**src/rtl/present_object_controller_if.sv**
```systemverilog
// Pixel-scan, spawn and collision bundle for one bonus present.
// slave is the controller side, master is the driver side.
interface present_object_controller_if;
    logic        startOfFrame;
    logic [10:0] pixelX;
    logic [10:0] pixelY;
    logic        spawn;
    logic [10:0] spawnX;
    logic        col_player_present;
    logic        col_rope_present;
    logic        presentRequest;
    logic [10:0] topLeftX;
    logic [10:0] topLeftY;
    logic        collected;
    logic        active;

    modport slave (
        input  startOfFrame, pixelX, pixelY, spawn, spawnX,
        input  col_player_present, col_rope_present,
        output presentRequest, topLeftX, topLeftY, collected, active
    );

    modport master (
        output startOfFrame, pixelX, pixelY, spawn, spawnX,
        output col_player_present, col_rope_present,
        input  presentRequest, topLeftX, topLeftY, collected, active
    );
endinterface

```
**src/rtl/present_object_controller.sv**
```systemverilog
// One bonus present: spawn, hang, fall, land, expire or collect.
// Collision strobes are latched per frame and consumed at startOfFrame.
module present_object_controller #(
    parameter int SIZE         = 32,
    parameter int START_Y      = 32,
    parameter int FLOOR_Y      = 448,
    parameter int FALL_SPEED   = 2,
    parameter int LIFETIME     = 300,
    parameter int BLINK_FRAMES = 64
) (
    input  logic                        clk,
    input  logic                        resetN,
    present_object_controller_if.slave  bus
);
    localparam logic [11:0] SZ      = 12'(SIZE);
    localparam logic [10:0] MAX_X   = 11'(640 - SIZE);
    localparam logic [10:0] START   = 11'(START_Y);
    localparam logic [11:0] LAND_Y  = 12'(FLOOR_Y - SIZE);
    localparam logic [11:0] FALL    = 12'(FALL_SPEED);
    localparam logic [8:0]  LIFE_LAST   = 9'(LIFETIME - 1);
    localparam logic [8:0]  BLINK_START = 9'(LIFETIME - BLINK_FRAMES);

    typedef enum logic [1:0] {IDLE, HANGING, FALLING, LANDED} state_e;

    state_e      state_q, state_d;
    logic [10:0] x_q, x_d;
    logic [10:0] y_q, y_d;
    logic [8:0]  life_q, life_d;
    logic        hit_p_q, hit_p_d;
    logic        hit_r_q, hit_r_d;
    logic        pend_q, pend_d;
    logic        coll_q, coll_d;
    logic [11:0] fall_sum;
    logic        visible;
    logic        in_x, in_y;

    assign fall_sum = {1'b0, y_q} + FALL;

    always_ff @(posedge clk or negedge resetN) begin
        if (!resetN) begin
            state_q <= IDLE;
            x_q     <= '0;
            y_q     <= '0;
            life_q  <= '0;
            hit_p_q <= 1'b0;
            hit_r_q <= 1'b0;
            pend_q  <= 1'b0;
            coll_q  <= 1'b0;
        end else begin
            state_q <= state_d;
            x_q     <= x_d;
            y_q     <= y_d;
            life_q  <= life_d;
            hit_p_q <= hit_p_d;
            hit_r_q <= hit_r_d;
            pend_q  <= pend_d;
            coll_q  <= coll_d;
        end
    end

    always_comb begin
        state_d = state_q;
        x_d     = x_q;
        y_d     = y_q;
        life_d  = life_q;
        coll_d  = 1'b0;
        hit_p_d = hit_p_q | bus.col_player_present;
        hit_r_d = hit_r_q | bus.col_rope_present;
        pend_d  = pend_q | (bus.spawn && state_q == IDLE);
        if (bus.startOfFrame) begin
            // Strobes arriving with the frame pulse carry over to the next frame
            hit_p_d = bus.col_player_present;
            hit_r_d = bus.col_rope_present;
            pend_d  = bus.spawn && state_q == IDLE;
            unique case (state_q)
                IDLE: begin
                    if (pend_q) begin
                        state_d = HANGING;
                        x_d     = (bus.spawnX > MAX_X) ? MAX_X : bus.spawnX;
                        y_d     = START;
                    end
                end
                HANGING: begin
                    if (hit_p_q) begin
                        state_d = IDLE;
                        coll_d  = 1'b1;
                    end else if (hit_r_q) begin
                        state_d = FALLING;
                    end
                end
                FALLING: begin
                    if (hit_p_q) begin
                        state_d = IDLE;
                        coll_d  = 1'b1;
                    end else if (fall_sum >= LAND_Y) begin
                        state_d = LANDED;
                        y_d     = LAND_Y[10:0];
                        life_d  = '0;
                    end else begin
                        y_d = fall_sum[10:0];
                    end
                end
                LANDED: begin
                    if (hit_p_q) begin
                        state_d = IDLE;
                        coll_d  = 1'b1;
                    end else if (life_q == LIFE_LAST) begin
                        state_d = IDLE;
                    end else begin
                        life_d = life_q + 9'd1;
                    end
                end
                default: state_d = IDLE;
            endcase
        end
    end

    always_comb begin
        visible = 1'b0;
        unique case (state_q)
            HANGING, FALLING: visible = 1'b1;
            LANDED:  visible = (life_q < BLINK_START) || !life_q[3];
            default: visible = 1'b0;
        endcase
    end

    assign in_x = ({1'b0, bus.pixelX} >= {1'b0, x_q})
               && ({1'b0, bus.pixelX} < ({1'b0, x_q} + SZ));
    assign in_y = ({1'b0, bus.pixelY} >= {1'b0, y_q})
               && ({1'b0, bus.pixelY} < ({1'b0, y_q} + SZ));

    assign bus.presentRequest = visible && in_x && in_y;
    assign bus.topLeftX       = x_q;
    assign bus.topLeftY       = y_q;
    assign bus.collected      = coll_q;
    assign bus.active         = (state_q != IDLE);
endmodule
```
**src/flat_wrapper.sv**
```systemverilog
// flat-port wrapper written by rule: the top's interface ports become plain ports
module present_object_controller_flat 
#(
    parameter int SIZE         = 32,
    parameter int START_Y      = 32,
    parameter int FLOOR_Y      = 448,
    parameter int FALL_SPEED   = 2,
    parameter int LIFETIME     = 300,
    parameter int BLINK_FRAMES = 64
)
  (clk, resetN, bus_startOfFrame, bus_pixelX, bus_pixelY, bus_spawn, bus_spawnX, bus_col_player_present, bus_col_rope_present, bus_presentRequest, bus_topLeftX, bus_topLeftY, bus_collected, bus_active);
  present_object_controller_if bus_i ();
  input  logic clk;
  input  logic resetN;
  input wire logic [$bits(bus_i.startOfFrame)-1:0] bus_startOfFrame;
  input wire logic [$bits(bus_i.pixelX)-1:0] bus_pixelX;
  input wire logic [$bits(bus_i.pixelY)-1:0] bus_pixelY;
  input wire logic [$bits(bus_i.spawn)-1:0] bus_spawn;
  input wire logic [$bits(bus_i.spawnX)-1:0] bus_spawnX;
  input wire logic [$bits(bus_i.col_player_present)-1:0] bus_col_player_present;
  input wire logic [$bits(bus_i.col_rope_present)-1:0] bus_col_rope_present;
  output wire logic [$bits(bus_i.presentRequest)-1:0] bus_presentRequest;
  output wire logic [$bits(bus_i.topLeftX)-1:0] bus_topLeftX;
  output wire logic [$bits(bus_i.topLeftY)-1:0] bus_topLeftY;
  output wire logic [$bits(bus_i.collected)-1:0] bus_collected;
  output wire logic [$bits(bus_i.active)-1:0] bus_active;
  assign bus_i.startOfFrame = bus_startOfFrame;
  assign bus_i.pixelX = bus_pixelX;
  assign bus_i.pixelY = bus_pixelY;
  assign bus_i.spawn = bus_spawn;
  assign bus_i.spawnX = bus_spawnX;
  assign bus_i.col_player_present = bus_col_player_present;
  assign bus_i.col_rope_present = bus_col_rope_present;
  assign bus_presentRequest = bus_i.presentRequest;
  assign bus_topLeftX = bus_i.topLeftX;
  assign bus_topLeftY = bus_i.topLeftY;
  assign bus_collected = bus_i.collected;
  assign bus_active = bus_i.active;
  present_object_controller #(.SIZE(SIZE), .START_Y(START_Y), .FLOOR_Y(FLOOR_Y), .FALL_SPEED(FALL_SPEED), .LIFETIME(LIFETIME), .BLINK_FRAMES(BLINK_FRAMES)) u_core (.clk(clk), .resetN(resetN), .bus(bus_i));
endmodule
```
**config.mk**
```make
export PLATFORM = sky130hd
export DESIGN_NAME = present_object_controller_flat
export DESIGN_NICKNAME = d
export VERILOG_FILES = /design/src/rtl/present_object_controller_if.sv /design/src/rtl/present_object_controller.sv /design/src/flat_wrapper.sv
export SDC_FILE = /design/constraint.sdc
export NUM_CORES = 1
export LEC_CHECK = 0
export CAP_MARGIN = 15
export CORE_UTILIZATION = 46
export CTS_CLUSTER_SIZE = 14
export DETAILED_ROUTE_END_ITERATION = 7
export GPL_TIMING_DRIVEN = 1
export PLACE_DENSITY = 0.86
export SLEW_MARGIN = 20
export SYNTH_ARGS = -nofsm -noshare
export SYNTH_HDL_FRONTEND = slang
export SYNTH_SLANG_ARGS = --single-unit
```
**constraint.sdc**
```tcl
create_clock -name clk -period 2.35 [get_ports clk]
set_input_delay 0.235 -clock clk [delete_from_list [all_inputs] [get_ports clk]]
set_output_delay 0.235 -clock clk [all_outputs]
set_load 0.01 [all_outputs]
```
==> results of run 1 <==
-- layout make-up --
cell class	count	area share, %
tap	75	2.055
sequential	36	19.81
inverter	33	2.767
timing repair buffer	140	27.37
multi-input combinational	246	46.22
clock buffer	7	1.671
clock inverter	1	0.1096
-- per-layer routing --
layer / vias to the layer above / wire (um) / share of wire [%] / GRT usage [%]
met5: - / 0 / 0 / 0
met4: 0 / 437 / 4.5 / 8.929
met3: 45 / 473 / 4.9 / 3.409
met2: 145 / 4987 / 51 / 49.07
met1: 1528 / 3787 / 39 / 33.17
li1: 1473 / - / - / -
-- flip-flops by register name, indices dropped and copies added, names as in the netlist --
signal / flops
u_core.bus.collected: 1
u_core.bus.topLeftX: 11
u_core.bus.topLeftY: 10
u_core.hit_p_q: 1
u_core.hit_r_q: 1
u_core.life_q: 9
u_core.pend_q: 1
u_core.state_q: 2
-- critical path, delay by kind of cell, from the launching register on --
family	cells	cell delay [ns]
DFF	1	0.36
adders and majority gates	1	0.33
AOI/OAI and AO/OA	3	0.50
and+or+nand+nor	4	0.59
buffers and inverters	2	0.25
xor gates and xnor gates	1	0.14
-- where the power goes --
group / leakage, nW / internal [mW] / switching [mW] / total, mW
logic: 1.47 / 0.907 / 0.898 / 1.81
registers: 0.464 / 0.732 / 0.103 / 0.835
clock network: 0.0422 / 0.208 / 0.234 / 0.443
-- cells in the final DEF, fill, tap and decap left out, types with 3 or more instances in the layout --
master           instances
dfrtp_1                 33
xnor2_1                  7
buf_6                   11
inv_1                   31
dfrtp_2                  3
nor3_1                   4
clkbuf_8                 5
a21o_1                   8
a21oi_2                  5
ha_1                    37
a211oi_2                 3
a21oi_1                  7
o31ai_1                  3
nand2_1                 16
ha_4                     3
nor2b_1                  3
o21ai_0                 20
nor2_4                   3
o211ai_1                 4
a22o_1                   7
nor2_1                  17
nand2b_1                 3
o21ai_1                  5
clkdlybuf4s50_1         61
or4_4                    3
nand3_1                 12
and3_1                   3
nand4_1                  6
o21ai_2                  5
buf_4                   66
-- cells by family (layout without fill, tap and decap cells) --
| group | count (synthesis) | in the layout | synth area share, % |
|---|---|---|---|
| multiplexers | 2 | 2 | 0.7968 |
| XOR/XNOR | 9 | 9 | 2.789 |
| adder cells (fa/ha/maj) | 42 | 42 | 18.59 |
| buffers and inverters | 37 | 181 | 5.047 |
| flip-flops | 36 | 36 | 31.87 |
| AO/OA/AOI/OAI | 98 | 98 | 23.55 |
| other | 1 | 1 | 0.1327 |
| AND/OR/NAND/NOR | 94 | 94 | 17.22 |
-- how the worst min path moves through the flow --
stage / startpoint / endpoint / cells after the start
3_3_place_gp: u_core.hit_r_q / u_core.hit_r_q / 1
2_1_floorplan: resetN / u_core.bus.collected / 0
5_1_grt: resetN / u_core.bus.topLeftY[1] / 2
3_5_place_dp: u_core.hit_r_q / u_core.hit_r_q / 1
4_1_cts: resetN / u_core.life_q[7] / 2
6_report: resetN / u_core.bus.topLeftY[3] / 2
-- what timing repair did --
action / in CTS / in global routing
gates cloned: 1 / 0
buffers inserted: 6 / 10
setup endpoints to repair: 13 / 18
pin swaps: 16 / 32
resized for setup: 43 / 54
==> flow_metrics.env, run 1 <==
export IMPL_synth_edf_count=0
export IMPL_cts_htree_levels=2
export IMPL_synthesis_nets=400
export IMPL_postRouteAntennaNets=0
export IMPL_dp_cells=513
export IMPL_ys_ff_latch=36
export IMPL_portBuffers=62
export IMPL_setup_slack_ns=-0.3466
export IMPL_hold_path_class="input port to async pin"
export IMPL_final_core_utilization_pct=77.13
export IMPL_die_x_um=80.39
export IMPL_wl_mm=9.686
export IMPL_fp_dieH_um=80.39
export IMPL_reg2reg_to="u_core.state_q[1]"
export IMPL_cp_data_required_time_ns=2.12
export IMPL_cp_slowest_cell="dfrtp_1"
export IMPL_synth_top_area_share_pct=31.87
export IMPL_path_common_cell="nor3_2"
export IMPL_cp_cell_sequence="inv_1 > nor3_2 > nand3_1 > xnor2_1 > ha_1 > a21oi_2 > nor2_1 > nor3_2 > o311ai_2 > a211oi_2 > buf_2"
export IMPL_synth_common_cells="ha_1, dfrtp_1, inv_1, o21ai_0, nor2_1"
export IMPL_syn_area_per_cell_sq_um=8.860
export IMPL_setup_violations_final=10
export IMPL_critPathLaunch="u_core.bus.topLeftX[8]"
export IMPL_seq_area_frac_synth_pct=31.87
export IMPL_seq_area_sq_um=904.6
export IMPL_finalHoldWorstSlack_ns=0.3492
export IMPL_antenna_found_initial=0
export IMPL_drc_errors=0
export IMPL_gp_congestion=0.8797
export IMPL_yosysTopAreaCell="dfrtp_1"
export IMPL_ff2ff_setup_slack_ns=-0.12
export IMPL_fin_cells=538
export IMPL_syn_inst=319
export IMPL_timing_rr_start="u_core.bus.topLeftY[2]"
export IMPL_synth_area_sq_um=2826
export IMPL_cts_root_buf="clkbuf_8"
export IMPL_numCtsBuffers=5
export IMPL_grt_pass1_wl_mm=13.68
export IMPL_p_per_area_nw_per_um2=675.1
export IMPL_cts_tree="done"
export IMPL_dpl_hpwl_mm=6.003
export IMPL_hold_viol=0
export IMPL_avgRoutedWirePerCell_um=18.00
export IMPL_rsz0062_at_grt="true"
export IMPL_cts_hold_buf=0
export IMPL_slew_violations=0
export IMPL_final_net_count=543
export IMPL_arrival_ns=2.46
export IMPL_period_share_pct=114.7
export IMPL_num_vias=3191
export IMPL_place_ws_ns=-0.8265
export IMPL_async_flop_share_pct=100.0
export IMPL_grt_max_degree=37
export IMPL_synth_most_common_cell="ha_1"
export IMPL_grt_pass1_vias=3002
export IMPL_cap_viol_max_count=0
export IMPL_reg2regPathDepth=10
export IMPL_cts_sinks=36
export IMPL_nFillCells=378
export IMPL_p_leak_nw=1.976
export IMPL_critPathKind="flip-flop to output pin"
export IMPL_startpoint_type="flip-flop"
export IMPL_crit_path_end_kind="output pin"
export IMPL_via_per_inst=5.931
export IMPL_path_max_fanout=2
export IMPL_io_pins=64
export IMPL_peakVddDrop_mv=0.5946
export IMPL_drt_iter0_drc=314
export IMPL_final_min_clock_period_ns=2.697
export IMPL_design_core_area_sq_um=5921
export IMPL_slew_headroom_pct=48.64
export IMPL_violations="negative setup slack"
export IMPL_insertion_delay_ns=0.30
export IMPL_yosysUniqueCellTypes=55
export IMPL_fmax_mhz=370.8
export IMPL_worstSetupEndpoint="bus_presentRequest"
export IMPL_area_growth_pct=61.58
export IMPL_synthFlopType="dfrtp_1"
export IMPL_ys_top_cells_by_area="dfrtp_1, ha_1, o21ai_0"
export IMPL_n_antenna_cell=0
export IMPL_outcome="complete, but fails checks"
export IMPL_final_cell_area_sq_um=4567
export IMPL_multiInputGateArea_sq_um=2111
export IMPL_drive_above_1_share_pct=31.53
export IMPL_worst_path_largest_cell_delay_ns=0.36
export IMPL_grt_remaining_overflow=0
export IMPL_ctsLongestPathBuffers=2
export IMPL_dr_pass1_iters=6
export IMPL_yosysWarnings=0
export IMPL_die_area_sq_um=6462
export IMPL_start_util_pct=47.74
export IMPL_max_slew_worst_pin_slew_ns=0.7633
export IMPL_cts_clk_slew_worst_paths_ns=0.08
export IMPL_finalPower_mw=3.083
export IMPL_place_area_sq_um=4000
export IMPL_clock_skew_final_ns=0.01353
export IMPL_num_rows=28
export IMPL_tns_ns=-0.9727
export IMPL_track_usage_pct=27.21
No activity file was read; power rests on OpenSTA's default activity.
==> run 2: changes to the inputs <==
--- a/config.mk
+++ b/config.mk
@@ -6,11 +6,11 @@
 export NUM_CORES = 1
 export LEC_CHECK = 0
 export CAP_MARGIN = 15
-export CORE_UTILIZATION = 46
+export CORE_UTILIZATION = 55
 export CTS_CLUSTER_SIZE = 14
 export DETAILED_ROUTE_END_ITERATION = 7
 export GPL_TIMING_DRIVEN = 1
-export PLACE_DENSITY = 0.86
+export PLACE_DENSITY = 0.95
 export SLEW_MARGIN = 20
 export SYNTH_ARGS = -nofsm -noshare
 export SYNTH_HDL_FRONTEND = slang
==> constraint.sdc (replaced) <==
create_clock -name clk -period 3.19 [get_ports clk]
set_input_delay 0.319 -clock clk [delete_from_list [all_inputs] [get_ports clk]]
set_output_delay 0.319 -clock clk [all_outputs]
set_load 0.01 [all_outputs]
==> run 2 against run 1 <==
  * The run now ends clean
  * Routed wire length is 21% lower
  * Utilization is 1.1 points lower
  * First-iteration DRC count is 35% lower
  * Global-route usage is 1.6 points higher
  * Clock-buffer cell count is 1 lower
  * Highest routed layer unchanged
  * Combinational power is 47% lower
  * Cell area is 19% lower
  * Register-to-register slack better by 0.70 ns
==> flow_metrics.env, run 2 (synthesized netlist as in run 1, its figures left out) <==
export IMPL_fin_cells=460
export IMPL_insertion_delay_ns=0.29
export IMPL_grt_pass1_wl_mm=11.93
export IMPL_outcome="finished clean"
export IMPL_layout_common_cells="clkdlybuf4s50_1, ha_1, dfrtp_1"
export IMPL_path_max_fanout=2
export IMPL_hold_path_class="input port to async pin"
export IMPL_gp_congestion=0.8664
export IMPL_ctsLongestPathBuffers=2
export IMPL_dpl_hpwl_mm=5.830
export IMPL_largest_reg_flops=11
export IMPL_setup_slack_ns=0.07066
export IMPL_final_net_count=473
export IMPL_dr_pass1_iters=5
export IMPL_cp_cell_sequence="clkdlybuf4s50_1 > ha_1 > a21o_1 > a21oi_1 > o21ai_0 > and4b_1 > a2111oi_1 > o311ai_0 > a211oi_1 > dlygate4sd2_1"
export IMPL_portBuffers=62
export IMPL_grt_remaining_overflow=0
export IMPL_drc_errors=0
export IMPL_crit_path_end_kind="output pin"
export IMPL_cp_data_required_time_ns=2.87
export IMPL_p_per_area_nw_per_um2=537.5
export IMPL_antenna_found_initial=0
export IMPL_avgRoutedWirePerCell_um=16.66
export IMPL_period_share_pct=97.78
export IMPL_place_area_sq_um=3565
export IMPL_postRouteAntennaNets=0
export IMPL_arrival_ns=2.80
export IMPL_drt_iter0_drc=203
export IMPL_reg2reg_to="u_core.life_q[2]"
export IMPL_wl_mm=7.664
export IMPL_dp_cells=451
export IMPL_cts_root_buf="clkbuf_8"
export IMPL_ff2ff_setup_slack_ns=0.58
export IMPL_grt_pass1_vias=2703
export IMPL_final_core_utilization_pct=76.00
export IMPL_hold_viol=0
export IMPL_cts_tree="done"
export IMPL_n_antenna_cell=0
export IMPL_final_min_clock_period_ns=3.119
export IMPL_peakVddDrop_mv=0.5425
export IMPL_final_cell_area_sq_um=3685
export IMPL_die_x_um=73.69
export IMPL_drive_above_1_share_pct=7.379
export IMPL_critPathKind="input port to output pin"
export IMPL_grt_max_degree=37
export IMPL_place_ws_ns=-0.1861
export IMPL_clock_skew_final_ns=0.007225
export IMPL_slew_violations=0
export IMPL_cts_htree_levels=2
export IMPL_cp_slowest_cell="clkdlybuf4s50_1"
export IMPL_io_pins=64
export IMPL_setup_violations_final=0
export IMPL_slew_headroom_pct=60.67
export IMPL_area_growth_pct=30.37
export IMPL_start_util_pct=58.30
export IMPL_startpoint_type="input port"
export IMPL_cap_viol_max_count=0
export IMPL_die_area_sq_um=5429
export IMPL_num_rows=25
export IMPL_timing_rr_start="u_core.bus.topLeftY[1]"
export IMPL_design_core_area_sq_um=4848
export IMPL_p_leak_nw=1.590
export IMPL_worst_path_largest_cell_delay_ns=0.40
export IMPL_finalPower_mw=1.981
export IMPL_fmax_mhz=320.6
export IMPL_num_vias=2799
export IMPL_fp_dieH_um=73.69
export IMPL_reg2regPathDepth=8
export IMPL_cts_clk_slew_worst_paths_ns=0.07
export IMPL_via_per_inst=6.085
export IMPL_numCtsBuffers=5
export IMPL_cts_sinks=36
export IMPL_cts_hold_buf=0
export IMPL_track_usage_pct=28.80
export IMPL_max_slew_worst_pin_slew_ns=0.5751
export IMPL_layout_commonest_cell="clkdlybuf4s50_1"
-- run 2: changes by cell type in the layout (fill, tap and decap cells not counted), moves of 4 or more --
cell and change:
buf_4 -58, buf_6 -11, o21ai_0 +11, a21oi_1 +5, a21oi_2 -5, ha_1 +5
o21ai_1 -5, o21ai_2 -5, nor2_1 +4
-- run 2: timing repair --
action,in CTS,in global routing
endpoints found under the setup margin,1,1
resized for setup,1,2
setup buffers,0,1
-- run 2: stage by stage --
| stage | TNS, ns | hold WS (ns) |
|---|---|---|
| 2_1_floorplan | 0 | 0.02341 |
| 3_3_place_gp | -0.1394 | 0.4728 |
| 3_5_place_dp | -0.1861 | 0.5016 |
| 4_1_cts | 0 | 0.4598 |
| 5_1_grt | -0.03251 | 0.4733 |
| 6_report | 0 | 0.4491 |
-- run 2: cell type report --
type	instances	area, sq um
clock buffer	6	72.57
multi-input combinational	246	1789
sequential	36	900.9
timing repair buffer	70	679.4
inverter	33	123.9
tap	67	83.83
fill	302	1164
clock inverter	2	35.03
-- run 2: report_power, final --
| part | internal [mW] | switching (mW) | leakage, nW |
|---|---|---|---|
| combinational | 0.448 | 0.514 | 1.07 |
| sequential | 0.539 | 0.0810 | 0.468 |
| clock | 0.232 | 0.166 | 0.0552 |
-- run 2: per-layer routing --
metal | up-vias | global-route usage, % | part of all wire [%]
met2 | 114 | 49.64 | 50
li1 | 1322 | - | -
met1 | 1347 | 35.48 | 42
met3 | 16 | 4.801 | 5.6
met5 | - | 0 | 0
met4 | 0 | 12.18 | 2.0
-- run 2: worst max path at each step --
stage / cells past startpoint / slack, ns / startpoint / to
after floorplan: 8 / 0.57 / u_core.bus.topLeftY[5] / bus_presentRequest
after global placement: 10 / -0.14 / bus_pixelX[3] / bus_presentRequest
after detailed placement: 10 / -0.19 / bus_pixelX[3] / bus_presentRequest
after CTS: 10 / 0.04 / u_core.bus.topLeftX[3] / bus_presentRequest
after global routing: 10 / -0.03 / u_core.bus.topLeftX[3] / bus_presentRequest
final: 10 / 0.07 / bus_pixelX[3] / bus_presentRequest
-- run 2: critical path: cells and delay by family --
kind	cells	cell delay, ns
buf+inv	2	0.69
simple gates	1	0.23
fa+ha+maj	1	0.30
compound gates	6	1.25
